[src/rtl/lfsr_crypt_stream.sv]
// Streaming LFSR cipher: encrypt pads ASCII text into a 64-byte parity-tagged frame,
// and decrypt turns 64 received cipher bytes back into ASCII.
module lfsr_crypt_stream #(
  parameter int FRAME_LEN = 64,
  parameter int MAX_TEXT  = 52,
  parameter int LFSR_W    = 7
) (
  input  logic              clk,
  input  logic              rst,
  input  logic              start,
  input  logic              mode,
  input  logic [3:0]        pre_len,
  input  logic [LFSR_W-1:0] taps,
  input  logic [LFSR_W-1:0] seed,
  input  logic              in_valid,
  input  logic [7:0]        in_data,
  input  logic              in_last,
  output logic              in_ready,
  output logic              out_valid,
  output logic [7:0]        out_data,
  output logic [5:0]        out_idx,
  input  logic              out_ready,
  output logic              parity_err,
  output logic              ack
);

  localparam logic [5:0] LAST_IDX  = 6'(FRAME_LEN - 1);
  localparam logic [5:0] TEXT_LAST = 6'(MAX_TEXT - 1);
  localparam logic [3:0] PRE_MIN   = 4'd10;

  typedef enum logic [2:0] {IDLE, PRE, MSG, POST, DEC, DRAIN, DONE} state_t;

  state_t            state;
  logic [LFSR_W-1:0] lfsr;
  logic [LFSR_W-1:0] taps_q;
  logic [3:0]        pre_len_q;
  logic [5:0]        idx;
  logic [5:0]        text_cnt;

  logic              load;
  logic              accept;
  logic              emit;
  logic [LFSR_W-1:0] lfsr_next;
  logic [7:0]        plain_off;
  logic [LFSR_W-1:0] enc_c;
  logic [7:0]        emit_byte;
  logic              in_parity_bad;

  // The output register is free when empty or being drained this cycle; padding
  // states emit on a free slot, MSG/DEC only when an input byte is accepted.
  always_comb begin
    load          = !out_valid || out_ready;
    in_ready      = ((state == MSG) || (state == DEC)) && load;
    accept        = in_ready && in_valid;
    emit          = (((state == PRE) || (state == POST)) && load) ||
                    (((state == MSG) || (state == DEC)) && accept);
    lfsr_next     = {lfsr[LFSR_W-2:0], ^(lfsr & taps_q)};
    plain_off     = in_data - 8'h20;
    enc_c         = (state == MSG) ? (plain_off[LFSR_W-1:0] ^ lfsr) : lfsr;
    in_parity_bad = in_data[7] != (^in_data[LFSR_W-1:0]);
    if (state == DEC) begin
      emit_byte = {1'b0, in_data[LFSR_W-1:0] ^ lfsr} + 8'h20;
    end else begin
      emit_byte = {^enc_c, enc_c};
    end
  end

  always_ff @(posedge clk or posedge rst) begin
    if (rst) begin
      state      <= IDLE;
      lfsr       <= '0;
      taps_q     <= '0;
      pre_len_q  <= '0;
      idx        <= '0;
      text_cnt   <= '0;
      out_valid  <= 1'b0;
      out_data   <= '0;
      out_idx    <= '0;
      parity_err <= 1'b0;
      ack        <= 1'b0;
    end else begin
      if (load) begin
        out_valid <= 1'b0;
      end

      case (state)
        IDLE, DONE: begin
          if (start) begin
            ack        <= 1'b0;
            parity_err <= 1'b0;
            taps_q     <= taps;
            pre_len_q  <= (pre_len < PRE_MIN) ? PRE_MIN : pre_len;
            lfsr       <= (seed == '0) ? LFSR_W'(1) : seed;
            idx        <= '0;
            text_cnt   <= '0;
            state      <= mode ? DEC : PRE;
          end
        end
        PRE: begin
          if (load && (idx == ({2'b00, pre_len_q} - 6'd1))) begin
            state <= MSG;
          end
        end
        MSG: begin
          if (accept) begin
            text_cnt <= text_cnt + 6'd1;
            if (idx == LAST_IDX) begin
              state <= DRAIN;
            end else if (in_last || (text_cnt == TEXT_LAST)) begin
              state <= POST;
            end
          end
        end
        POST: begin
          if (load && (idx == LAST_IDX)) begin
            state <= DRAIN;
          end
        end
        DEC: begin
          if (accept) begin
            parity_err <= parity_err | in_parity_bad;
            if (idx == LAST_IDX) begin
              state <= DRAIN;
            end
          end
        end
        // The final byte sits in the output register until the consumer takes it.
        DRAIN: begin
          if (out_ready) begin
            state <= DONE;
            ack   <= 1'b1;
          end
        end
        default: state <= IDLE;
      endcase

      if (emit) begin
        out_valid <= 1'b1;
        out_data  <= emit_byte;
        out_idx   <= idx;
        idx       <= idx + 6'd1;
        lfsr      <= lfsr_next;
      end
    end
  end

endmodule
[config.mk]
export PLATFORM = sky130hd
export DESIGN_NAME = lfsr_crypt_stream
export DESIGN_NICKNAME = d
export VERILOG_FILES = /design/src/rtl/lfsr_crypt_stream.sv
export SDC_FILE = /design/constraint.sdc
export NUM_CORES = 1
export LEC_CHECK = 0
export BUFFER_PORTS_ARGS = -buffer_cell sky130_fd_sc_hd__buf_2
export CORE_ASPECT_RATIO = 1.1
export CORE_MARGIN = 4
export CORE_UTILIZATION = 60
export DETAILED_ROUTE_END_ITERATION = 10
export PLACE_DENSITY = 0.89
export SLEW_MARGIN = 10
export SYNTH_ARGS = -nofsm -noshare
export SYNTH_HDL_FRONTEND = slang
export SYNTH_SLANG_ARGS = --single-unit
[constraint.sdc]
create_clock -name clk -period 3.7 [get_ports clk]
set_clock_uncertainty 0.05 [all_clocks]
set_input_delay 0.555 -clock clk [delete_from_list [all_inputs] [get_ports clk]]
set_output_delay 0.555 -clock clk [all_outputs]
set_load 0.02 [all_outputs]
==> flow_summary_export.csv <==
group,metric,value,unit
routing,dr.first_iter.drc_count,253,
global_route,gr-total-overflow,0,
sta,maxSlewViolCount,0,
logic_synthesis,ys_warn_count,0,
worst_setup_path,end_kind,"primary output",
worst_setup_path,r2r_cells,6,
logic_synthesis,synthTopCellsByArea,"dfrtp_1, nand2_1, xnor2_1, xor2_1, o21ai_0",
routing,vias_per_cell,5.756,
cells_and_area,final_cell_mix,"nand2_1, dfrtp_1, buf_2, xnor2_1",
sta,rsz0062_at_grt,"no",
worst_setup_path,worstPathRequired,3.09,ns
global_route,grt_max_degree,51,
floorplanning,floorplan.rows,25,
worst_setup_path,crit_fanout,14,
sta,finalSetupViolations,0,
clocking,path_clk_slew,0.10,ns
power_and_ir_drop,switching_share,45.52,%
sta,tightest_slew,1.030,ns
sta,setup_slack,1.364,ns
status,status,"finished clean",
power_and_ir_drop,combPwrFrac,49.9,%
power_and_ir_drop,p_leak,1.527,nW
routing,routed_wl,6.455,mm
logic_synthesis,yosysUniqueCellTypes,43,
cells_and_area,antennaDiodeCount,0,
clocking,cts_setup_buffers,0,
logic_synthesis,syn_nets,362,
clocking,post_cts_resize_count,0,
worst_setup_path,critPathMaxStageDelay,0.52,ns
clocking,cts.sinks,50,
clocking,root_buffer,"clkbuf_8",
place,io_buffers,50,
worst_setup_path,crit_path_start,"state[2]$_DFFE_PP0P_",
cells_and_area,final_common_cell,"nand2_1",
global_route,grt_pass1_wl,10.93,mm
worst_hold_path,holdCritPathClass,"in2reg",
cells_and_area,area_growth,13.22,%
routing,ant_nets,0,
power_and_ir_drop,power.density,897.5,nW/um^2
power_and_ir_drop,p_switching,1.300,mW
logic_synthesis,ys_ff_latch,50,
clocking,clk_latency,0.31,ns
clocking,cts_tree,"done",
clocking,htreeDepth,2,
routing,wl_per_cell,15.30,um
floorplanning,start_util,63.74,%
power_and_ir_drop,pwr-share-seq,36.0,%
power_and_ir_drop,finalPower,2.857,mW
routing,routed-via-count,2429,
run,drv_cap,0,
cells_and_area,final-seq-area,1251,sq um
floorplanning,die-area,5846,sq um
place,place_congestion,0.9088,
clocking,cts_buffers,5,
cells_and_area,multi_input_area,1460,sq um
routing,remaining_drc_errors,0,
cells_and_area,nFillCells,337,
worst_setup_path,worstReg2RegStart,"state[1]$_DFFE_PP0P_",
worst_setup_path,cp_cell_sequence,"nand2b_1 -> nor2_1 -> nor2_1 -> nor2_1 -> buf_2",
clocking,clockBufferDepth,2,
cells_and_area,final_nets,404,
floorplanning,core,4410,sq um
worst_setup_path,crit_type,"reg2out",
cells_and_area,instances_no_fill,422,
logic_synthesis,synth_top_area_cell,"dfrtp_1",
worst_setup_path,crit_path_start_kind,"flop",
sta,hold_ws,0.3783,ns
sta,fin_setup_tns,0,ns
worst_setup_path,slowest_stage,"dfrtp_1",
worst_setup_path,timing.critical_path.to,"in_ready",
logic_synthesis,synth_area_per_cell,8.651,sq um
sta,min_period_over_period,63.14,%
power_and_ir_drop,internal_power,1.556,mW
sta,final.min_clock_period,2.336,ns
floorplanning,die_w,73.27,um
floorplanning,fp.dieH,79.80,um
place,placedCellCount,414,
global_route,grt_pass1_vias,2417,
power_and_ir_drop,irDropWorstVdd,0.0004975,V
logic_synthesis,seq_area_frac_synth,44.50,%
worst_setup_path,critical_path_arrival,1.73,ns
cells_and_area,layout-drive-gt1-share,18.48,%
place,place_worst_setup_slack,1.483,ns
routing,dr.pass1.iters,5,
clocking,hold_buffers,0,
global_route,antenna_found_initial,0,
worst_setup_path,r2r_slack,1.47,ns
place,dpl.hpwl,4.726,mm
power_and_ir_drop,clockPowerShare,14.1,%
logic_synthesis,syn_area,2811,sq um
logic_synthesis,synth_top_area_share,44.50,%
sta,slew_headroom,31.24,%
worst_setup_path,reg2reg_to,"idx[5]$_DFFE_PP0P_",
worst_setup_path,cp_common_cell,"nor2_1",
sta,fmax,428.1,MHz
global_route,grt_usage,24.00,%
logic_synthesis,synth_cells,325,
sta,hold_violations,0,
floorplanning,ios,51,
-- metal layers --
layer / part of all wire [%] / GRT usage (%)
met2: 52 / 40.70
met5: 0 / 0
met1: 40 / 29.80
met3: 6.5 / 5.038
met4: 1.6 / 8.672
-- synth_stat cells (all sizes together) --
cell / number
o2111ai: 1
a222oi: 1
xnor2: 24
nor2b: 2
o22ai: 1
mux2: 2
nand2: 90
nor3b: 2
nor4: 2
a41oi: 1
nor3: 4
ha: 4
nand3: 14
dfrtp: 50
nor2: 23
nand4: 2
o311ai: 1
a22oi: 8
nand2b: 6
o21a: 1
nand3b: 1
o311a: 1
o41ai: 2
mux2i: 2
buf: 10
o211ai: 1
a21oi: 6
and4bb: 1
nor4b: 2
clkbuf: 7
o31ai: 1
o21ai: 28
xor2: 17
and2b: 1
inv: 6
-- per-stage QoR --
step           area (sq um)  util, %
6_report               3183    72.17
5_1_grt                3183    72.17
4_1_cts                3183    72.17
3_5_place_dp           3067    69.53
3_3_place_gp           3067    69.53
2_1_floorplan          2811        -
-- worst max-delay path, delay by kind of cell (launching register included) --
kind / cells / cell delay, ns
simple gates: 4 / 0.74
flops: 1 / 0.52
buf+inv: 1 / 0.17
-- power by group through the flow --
stage               combinational [mW]  clock, mW  sequential, mW
finish                            1.43      0.402            1.03
floorplan                         1.12          0           0.994
global route                      1.59      0.430            1.07
global placement                  1.35          0            1.02
CTS                               1.43      0.402            1.02
detailed placement                1.41          0            1.03
-- cells by family (layout without fill, tap and decap cells) --
| group | after synthesis | count (layout) | synth area share [%] |
|---|---|---|---|
| mux | 4 | 4 | 1.513 |
| compound gates | 53 | 53 | 11.62 |
| flops | 50 | 50 | 44.50 |
| xor+xnor | 41 | 41 | 12.77 |
| simple gates | 150 | 150 | 24.12 |
| fa+ha+maj | 4 | 4 | 1.780 |
| buf+inv | 23 | 66 | 3.694 |
-- state kept, by name, summed over array words and instances, names as in the netlist --
name and flops:
out_data 8, lfsr 7, taps_q 7, idx 6, out_idx 6, text_cnt 6
pre_len_q 4, state 3, ack 1, out_valid 1, parity_err 1
-- area by class of cell --
cell class | count | area share [%]
clock inverter | 3 | 1.494
clock buffer | 5 | 2.162
tap | 54 | 2.123
multi-input combinational | 252 | 45.87
timing repair buffer | 52 | 8.333
inverter | 6 | 0.7075
sequential | 50 | 39.31
-- how the worst min path moves through the flow --
stage	start	end	cells past startpoint
floorplan	taps_q[0]$_DFFE_PP0P_	taps_q[0]$_DFFE_PP0P_	2
global placement	taps_q[0]$_DFFE_PP0P_	taps_q[0]$_DFFE_PP0P_	2
detailed placement	out_idx[0]$_DFFE_PP0P_	out_idx[0]$_DFFE_PP0P_	2
CTS	taps[0]	taps_q[0]$_DFFE_PP0P_	3
global route	taps[6]	taps_q[6]$_DFFE_PP0P_	3
finish	taps[0]	taps_q[0]$_DFFE_PP0P_	3
(Power assumes the default switching activity.)
